**src/rtl/mux_pkg.sv**
```systemverilog
// Shared types for the 4:1 mux select path: select codes, arbiter states,
// and a select-to-grant decoder.
package mux_pkg;

   localparam int unsigned NUM_SRC = 4;
   localparam int unsigned SEL_W   = 2;

   typedef logic [SEL_W-1:0] sel_t;

   localparam sel_t SEL_A = 2'b00;
   localparam sel_t SEL_B = 2'b01;
   localparam sel_t SEL_C = 2'b10;
   localparam sel_t SEL_D = 2'b11;

   typedef enum logic {
      IDLE  = 1'b0,
      GRANT = 1'b1
   } arb_state_t;

   // One-hot grant vector for a select code
   function automatic logic [NUM_SRC-1:0] sel_onehot(input sel_t s);
      return NUM_SRC'(1) << s;
   endfunction

endpackage

```
**src/rtl/rr_pick4.sv**
```systemverilog
// Round-robin priority search: the first set request after ptr wins,
// with ptr itself searched last.
module rr_pick4
   import mux_pkg::*;
(
   input  logic [3:0] req,
   input  logic [1:0] ptr,
   output logic [1:0] win,
   output logic       any
);

   sel_t idx;
   logic found;

   always_comb begin
      win   = ptr;
      idx   = ptr;
      found = 1'b0;
      any   = |req;
      for (int unsigned i = 1; i <= NUM_SRC; i++) begin
         idx = sel_t'(ptr + sel_t'(i));
         if (!found && req[idx]) begin
            win   = idx;
            found = 1'b1;
         end
      end
   end

endmodule

```
**src/rtl/mux_sel_arbiter.sv**
```systemverilog
// Round-robin select generator for the 4:1 data mux; holds each grant for a
// bounded burst under a valid/ready handshake with the mux consumer.
module mux_sel_arbiter
   import mux_pkg::*;
#(
   parameter int unsigned MAX_BURST = 4,
   parameter int unsigned CNT_W     = 4
) (
   input  logic       clk,
   input  logic       rst,
   input  logic [3:0] req,
   input  logic [3:0] last,
   input  logic       out_ready,
   output logic [1:0] sel,
   output logic       sel_valid,
   output logic [3:0] grant,
   output logic       beat
);

   arb_state_t       state_q, state_d;
   sel_t             sel_q, sel_d;
   sel_t             ptr_q, ptr_d;
   logic             valid_q, valid_d;
   logic [3:0]       grant_q, grant_d;
   logic [CNT_W-1:0] cnt_q, cnt_d;

   sel_t             pick_win;
   logic             pick_any;

   rr_pick4 u_pick (
      .req (req),
      .ptr (ptr_q),
      .win (pick_win),
      .any (pick_any)
   );

   // State and output registers
   always_ff @(posedge clk) begin
      if (rst) begin
         state_q <= IDLE;
         sel_q   <= SEL_A;
         ptr_q   <= SEL_D;
         valid_q <= 1'b0;
         grant_q <= 4'b0000;
         cnt_q   <= '0;
      end else begin
         state_q <= state_d;
         sel_q   <= sel_d;
         ptr_q   <= ptr_d;
         valid_q <= valid_d;
         grant_q <= grant_d;
         cnt_q   <= cnt_d;
      end
   end

   // Next-state: grant on any request, release on last, burst limit or dropped request
   always_comb begin
      state_d = state_q;
      sel_d   = sel_q;
      ptr_d   = ptr_q;
      valid_d = valid_q;
      grant_d = grant_q;
      cnt_d   = cnt_q;

      unique case (state_q)
         IDLE: begin
            if (pick_any) begin
               sel_d   = pick_win;
               grant_d = sel_onehot(pick_win);
               valid_d = 1'b1;
               cnt_d   = '0;
               state_d = GRANT;
            end
         end
         GRANT: begin
            // A dropped request releases without counting the beat
            if (!req[sel_q]) begin
               ptr_d   = sel_q;
               valid_d = 1'b0;
               grant_d = 4'b0000;
               state_d = IDLE;
            end else if (out_ready) begin
               if (last[sel_q] || (cnt_q == CNT_W'(MAX_BURST - 1))) begin
                  ptr_d   = sel_q;
                  valid_d = 1'b0;
                  grant_d = 4'b0000;
                  state_d = IDLE;
               end else begin
                  cnt_d = cnt_q + CNT_W'(1);
               end
            end
         end
         default: begin
            state_d = IDLE;
         end
      endcase
   end

   assign sel       = sel_q;
   assign sel_valid = valid_q;
   assign grant     = grant_q;
   assign beat      = valid_q & out_ready;

endmodule

```
**config.mk**
```make
export PLATFORM = sky130hd
export DESIGN_NAME = mux_sel_arbiter
export DESIGN_NICKNAME = d
export VERILOG_FILES = /design/src/rtl/mux_pkg.sv /design/src/rtl/rr_pick4.sv /design/src/rtl/mux_sel_arbiter.sv
export SDC_FILE = /design/constraint.sdc
export NUM_CORES = 1
export LEC_CHECK = 0
export CELL_PAD_IN_SITES_DETAIL_PLACEMENT = 0
export CELL_PAD_IN_SITES_GLOBAL_PLACEMENT = 1
export CORE_ASPECT_RATIO = 1.1
export CORE_MARGIN = 2
export CORE_UTILIZATION = 36
export CTS_BUF_LIST = sky130_fd_sc_hd__clkbuf_2 sky130_fd_sc_hd__clkbuf_4 sky130_fd_sc_hd__clkbuf_8
export DETAILED_ROUTE_END_ITERATION = 8
export GPL_ROUTABILITY_DRIVEN = 0
export PLACE_DENSITY = 0.9
export RECOVER_POWER = 100
export SLEW_MARGIN = 40
export SYNTH_ARGS = -nofsm -noshare
export SYNTH_HDL_FRONTEND = slang
export SYNTH_SLANG_ARGS = --single-unit
```
**constraint.sdc**
```tcl
create_clock -name clk -period 2.3 [get_ports clk]
set_input_delay 0.23 -clock clk [delete_from_list [all_inputs] [get_ports clk]]
set_output_delay 0.23 -clock clk [all_outputs]
set_load 0.1 [all_outputs]
```
==> results.yml, run 1 <==
pwr:
  p_int_mw: 0.435
  p_leak_nw: 0.349
  powerDensity_nw_per_um2: 755
  seqPwrFrac: 0.399
  power_mw: 0.726
  comb_power_share: 0.352
  p_sw_mw: 0.291
  netSwitchingFraction: 0.401
  peakVddDrop_mv: 0.381
  clockPowerShare: 0.249
floorplan:
  die_w_um: 47.8
  dieArea_sq_um: 2490
  initial_core_util: 0.379
  core_sq_um: 2000
  io_pins: 19
  die_h_um: 52.1
  rows: 17
global_routing:
  grt_start_max_net_pins: 17
  grt_overflow: 0
  grt_usage: 0.167
  antenna_found_initial: 0
  grt_pass1_wl_um: 2930
  grt_pass1_vias: 691
routing:
  wl_met3_um: 85
  ant_nets: 0
  wl_met2_um: 836
  drc: 0
  top_layer: "met4"
  vias: 711
  drtPass1Iterations: 4
  drt-initial-drc-count: 14
  wl_met1_um: 823
  drt-total-wl_um: 1770
  routed_via_density: 5.19
  wl_per_cell_um: 12.9
layout:
  final_cell_mix: "dfxtp_1 (13), nor2_1 (10), nand2_1 (9), clkdlybuf4s50_1 (9), clkbuf_1 (9)"
  layout_commonest_cell: "dfxtp_1"
  areaGrowthSynthToFinish_pct: 26.9
  layout-drive-gt1-share: 0.0826
  diodes: 0
  fin_nets: 122
sta:
  slew_headroom: 0.217
  finalSetupTns_ns: 0
  fin_crit_ns: 1.93
  layout_setup_ws_ns: 0.373
  period_share: 0.838
  worst_slew_pin_slew_ns: 1.18
  final-hold-violation-count: 0
  fmax_ghz: 0.519
  clock-skew-final_ns: 0.00666
  grt_setup_unrepaired: "no"
  drv_slew: 0
  setup_violations: 0
cts:
  cts_buffers: 3
  max-clock-path-buffers: 2
  holdBufCountCts: 0
  clk_pin_slew_ns: 0.09
  cts.sinks: 14
  post_cts_buffers: 0
  cts.repair.resized: 0
  h-tree-depth: 1
  clk_latency_ns: 0.28
  cts_root_buf: "clkbuf_4"
  tritoncts: "yes"
worst_setup_path:
  crit_required_ns: 2.45
  critical_path.max_stage_delay_ns: 0.57
  arrival_ns: 2.08
  crit_type: "flip-flop to flip-flop"
  cp-start-kind: "flip-flop"
  end_kind: "flip-flop"
  cp_slowest_cell: "mux4_2"
  critical_path.cell_chain: "mux4_2, nor4b_4, nand4_1, xor2_1, nor3_2"
  crit_family: "simple AND/OR/NAND/NOR gates"
  crit_fanout: 7
  path_buf_inv: 0
synth:
  synth_cell_types: 32
  yosysWarnings: 0
  synth_nets: 99
  yosysSeqAreaShare: 0.370
  syn_avg_cell_area_sq_um: 8.72
  synthesis.area_sq_um: 758
  ys_seq_elements: 14
  syn_inst: 87
hold_path:
  hp-class: "flip-flop to flip-flop"
place:
  dp_hpwl_um: 1300
  numPortBuffers: 18
  dp_slack_ns: 0.193
job:
  cap_viol_max_count: 0
outcome:
  outcome: "complete, no violations"
==> area by class of cell <==
| type | instances | area (sq um) |
|---|---|---|
| sequential | 14 | 282 |
| inverter | 1 | 3.75 |
| tap | 28 | 35.0 |
| clock buffer | 4 | 36.3 |
| multi-input combinational | 70 | 459 |
| fill | 219 | 1040 |
| timing repair buffer | 20 | 146 |
==> synth_stat cells <==
master	n	area share
o21ai_0	6	0.040
nor3_2	1	0.013
nand2b_1	6	0.050
a21oi_1	5	0.033
clkbuf_1	1	0.0049
nor2b_1	2	0.016
ha_1	1	0.016
nand3b_1	1	0.0099
o2bb2ai_1	1	0.012
nor4b_4	1	0.031
and2_1	1	0.0083
nor3_1	8	0.053
and4_1	1	0.012
mux2i_1	2	0.026
mux4_2	1	0.030
a31oi_1	1	0.0083
o31ai_1	1	0.0099
nor2_1	10	0.050
mux4_1	1	0.035
inv_1	1	0.0049
a21o_1	1	0.0099
or2_2	1	0.0083
a22oi_1	2	0.020
nor4_1	1	0.0083
xor2_1	2	0.023
nor3b_1	1	0.0099
dfxtp_1	14	0.37
nand2_1	9	0.045
and3b_1	1	0.012
buf_6	1	0.015
o21a_1	1	0.0099
nand4_1	1	0.0083
==> path summary, 6_finish.rpt <==
kind	slack [ns]	depth (start not counted)	start	endpoint
max	0.37	5	sel[0]$_SDFFE_PP0P_	cnt_q[3]$_SDFFE_PP0P_
min	0.47	2	grant[0]$_SDFFE_PP0P_	grant[0]$_SDFFE_PP0P_
max reg2reg	0.37	5	sel[0]$_SDFFE_PP0P_	cnt_q[3]$_SDFFE_PP0P_
min reg2reg	0.47	2	grant[0]$_SDFFE_PP0P_	grant[0]$_SDFFE_PP0P_
==> flip-flops by register name (all words and copies together) (netlist names) <==
register   count
cnt_q          4
grant          4
ptr_q          2
sel            2
sel_valid      1
state_q        1
==> cell families after synthesis <==
family	share of synthesized area
simple gates	0.333
flops	0.370
mux	0.0908
compound gates	0.142
xor+xnor	0.0231
buf+inv	0.0247
fa+ha+maj	0.0165
==> power by group through the flow <==
stage                     sequential, mW  clock, mW  combinational [mW]
after floorplan                    0.385          0               0.111
after global placement             0.296          0               0.274
after detailed placement           0.297          0               0.276
after CTS                          0.291      0.187               0.277
after global routing               0.294      0.198               0.273
final                              0.290      0.181               0.256
==> routing by layer <==
layer / vias to the layer above / track usage
li1: 359 / -
met5: - / 0
met1: 330 / 0.207
met4: 0 / 0.0856
met2: 20 / 0.273
met3: 2 / 0.0208
==> metrics by stage <==
stage	util	cells	hold slack [ns]	cell area, sq um
global route	0.481	137	0.499	962
global placement	0.484	133	0.456	967
floorplan	-	87	0.309	759
detailed placement	0.484	133	0.452	967
CTS	0.502	137	0.471	1000
finish	0.481	137	0.465	962
==> worst reg2reg max path, stage by stage (launching register included) <==
cell	delay, ns
dfxtp_2	0.45
mux4_2	0.57
nor4b_4	0.37
nand4_1	0.17
xor2_1	0.20
nor3_2	0.05
(Power assumes the default switching activity.)
==> run 2, diff against run 1 <==
- CORE_UTILIZATION: 36 -> 33
- PLACE_DENSITY: 0.9 -> 0.87
- clock period: 2.3 -> 1.7 ns (I/O delays scaled with it)
==> results.yml, run 2 (synthesis results as in run 1) <==
floorplan:
  die_w_um: 49.7
  die_h_um: 54.3
  core_sq_um: 2210
  dieArea_sq_um: 2700
  rows: 18
  io_pins: 19
  initial_core_util: 0.344
cts:
  h-tree-depth: 1
  cts.sinks: 14
  tritoncts: "yes"
  clk_pin_slew_ns: 0.08
  cts_buffers: 3
  max-clock-path-buffers: 2
  cts_root_buf: "clkbuf_4"
  holdBufCountCts: 0
  clk_latency_ns: 0.28
worst_setup_path:
  cp_slowest_cell: "mux4_2"
  critical_path.cell_chain: "mux4_2, nor4b_4, nand4_1, xor2_1, nor3_2"
  crit_type: "flip-flop to flip-flop"
  critical_path.max_stage_delay_ns: 0.53
  crit_required_ns: 1.85
  crit_family: "multiplexers"
  cp-start-kind: "flip-flop"
  arrival_ns: 1.87
  crit_fanout: 4
  path_buf_inv: 0
  end_kind: "flip-flop"
layout:
  final_cell_mix: "buf_4 (20), dfxtp_1 (12), nor2_1 (10), clkdlybuf4s50_1 (10), nand2_1 (9)"
  fin_nets: 141
  diodes: 0
  layout_commonest_cell: "buf_4"
  multi_input_area_sq_um: 489
  areaGrowthSynthToFinish_pct: 52.3
  regArea_sq_um: 285
  nFillCells: 222
  layout-drive-gt1-share: 0.359
outcome:
  violations: "negative setup slack"
  outcome: "complete, but fails checks"
sta:
  fmax_ghz: 0.582
  grt_setup_unrepaired: "yes"
  slew_headroom: 0.596
  clock-skew-final_ns: 0.00553
  layout_setup_ws_ns: -0.0193
  worst_slew_pin_slew_ns: 0.604
  finalSetupTns_ns: -0.0303
  hold_slack_ns: 0.470
  final-hold-violation-count: 0
  period_share: 1.01
  drv_slew: 0
  setup_violations: 2
  fin_crit_ns: 1.72
place:
  numPortBuffers: 18
  dp_hpwl_um: 1550
routing:
  drc: 0
  wl_per_cell_um: 12.8
  ant_nets: 0
  drt-total-wl_um: 2030
  drtPass1Iterations: 4
  routed_via_density: 4.87
  drt-initial-drc-count: 16
  vias: 770
pwr:
  powerDensity_nw_per_um2: 902
  power_mw: 1.04
  peakVddDrop_mv: 0.628
  p_leak_nw: 0.461
global_routing:
  grt_start_max_net_pins: 17
  grt_usage: 0.152
  antenna_found_initial: 0
  grt_pass1_wl_um: 3090
  grt_overflow: 0
  grt_pass1_vias: 717
hold_path:
  hp-class: "flip-flop to flip-flop"
job:
  cap_viol_max_count: 0
## run 2: cell count changes in the layout (fill, tap and decap cells not counted), sizes merged
cell	previous run	this run
dlygate4sd3	1	0
clkdlybuf4s50	9	10
clkbuf	13	11
buf	0	22
dlymetal6s2s	1	0
## run 2: final cells by class
class | count | area share
Sequential cell | 14 | 0.247
Timing Repair Buffer | 39 | 0.268
Multi-Input combinational cell | 70 | 0.424
Inverter | 1 | 0.00325
Clock buffer | 4 | 0.0260
Tap cell | 30 | 0.0325
## run 2: path summary, 6_finish.rpt
| path | slack [ns] | start | cells past startpoint | end |
|---|---|---|---|---|
| max reg2reg | -0.02 | sel[0]$_SDFFE_PP0P_ | 5 | cnt_q[3]$_SDFFE_PP0P_ |
| min | 0.47 | grant[0]$_SDFFE_PP0P_ | 2 | grant[0]$_SDFFE_PP0P_ |
| min reg2reg | 0.47 | grant[0]$_SDFFE_PP0P_ | 2 | grant[0]$_SDFFE_PP0P_ |
| max | -0.02 | sel[0]$_SDFFE_PP0P_ | 5 | cnt_q[3]$_SDFFE_PP0P_ |
## run 2: through the flow
| stage | instance area (sq um) | instances | util | setup slack [ns] |
|---|---|---|---|---|
| 2_1_floorplan | 769 | 87 | - | -0.298 |
| 3_3_place_gp | 1120 | 151 | 0.510 | -0.241 |
| 3_5_place_dp | 1120 | 151 | 0.510 | -0.273 |
| 4_1_cts | 1170 | 157 | 0.532 | -0.0611 |
| 5_1_grt | 1150 | 158 | 0.523 | -0.139 |
| 6_report | 1150 | 158 | 0.523 | -0.0193 |
## run 2: worst reg2reg max path, cell delays in order, from the launching register on
cell and delay, ns:
dfxtp_4 0.36, mux4_2 0.53, nor4b_4 0.29, nand4_1 0.16, xor2_1 0.21, nor3_2 0.05
## run 2: report_power, final
group	leakage [nW]	internal, mW	total (mW)	switching (mW)
Combinational	0.327	0.169	0.444	0.275
Clock	0.0184	0.107	0.210	0.103
Sequential	0.116	0.359	0.388	0.0282
Total	0.461	0.635	1.04	0.406
## run 2: layer usage
metal	share of wire	GRT usage	up-vias
li1	-	-	395
met1	0.45	0.175	350
met2	0.50	0.293	20
met3	0.028	0.0246	5
met4	0.022	0.0417	0
met5	0	0	-
## run 2: timing repair
action                     CTS  global route
pin swaps                    1             4
setup endpoints to repair    8             8
buffers inserted             2             1
gates resized for setup      1             7
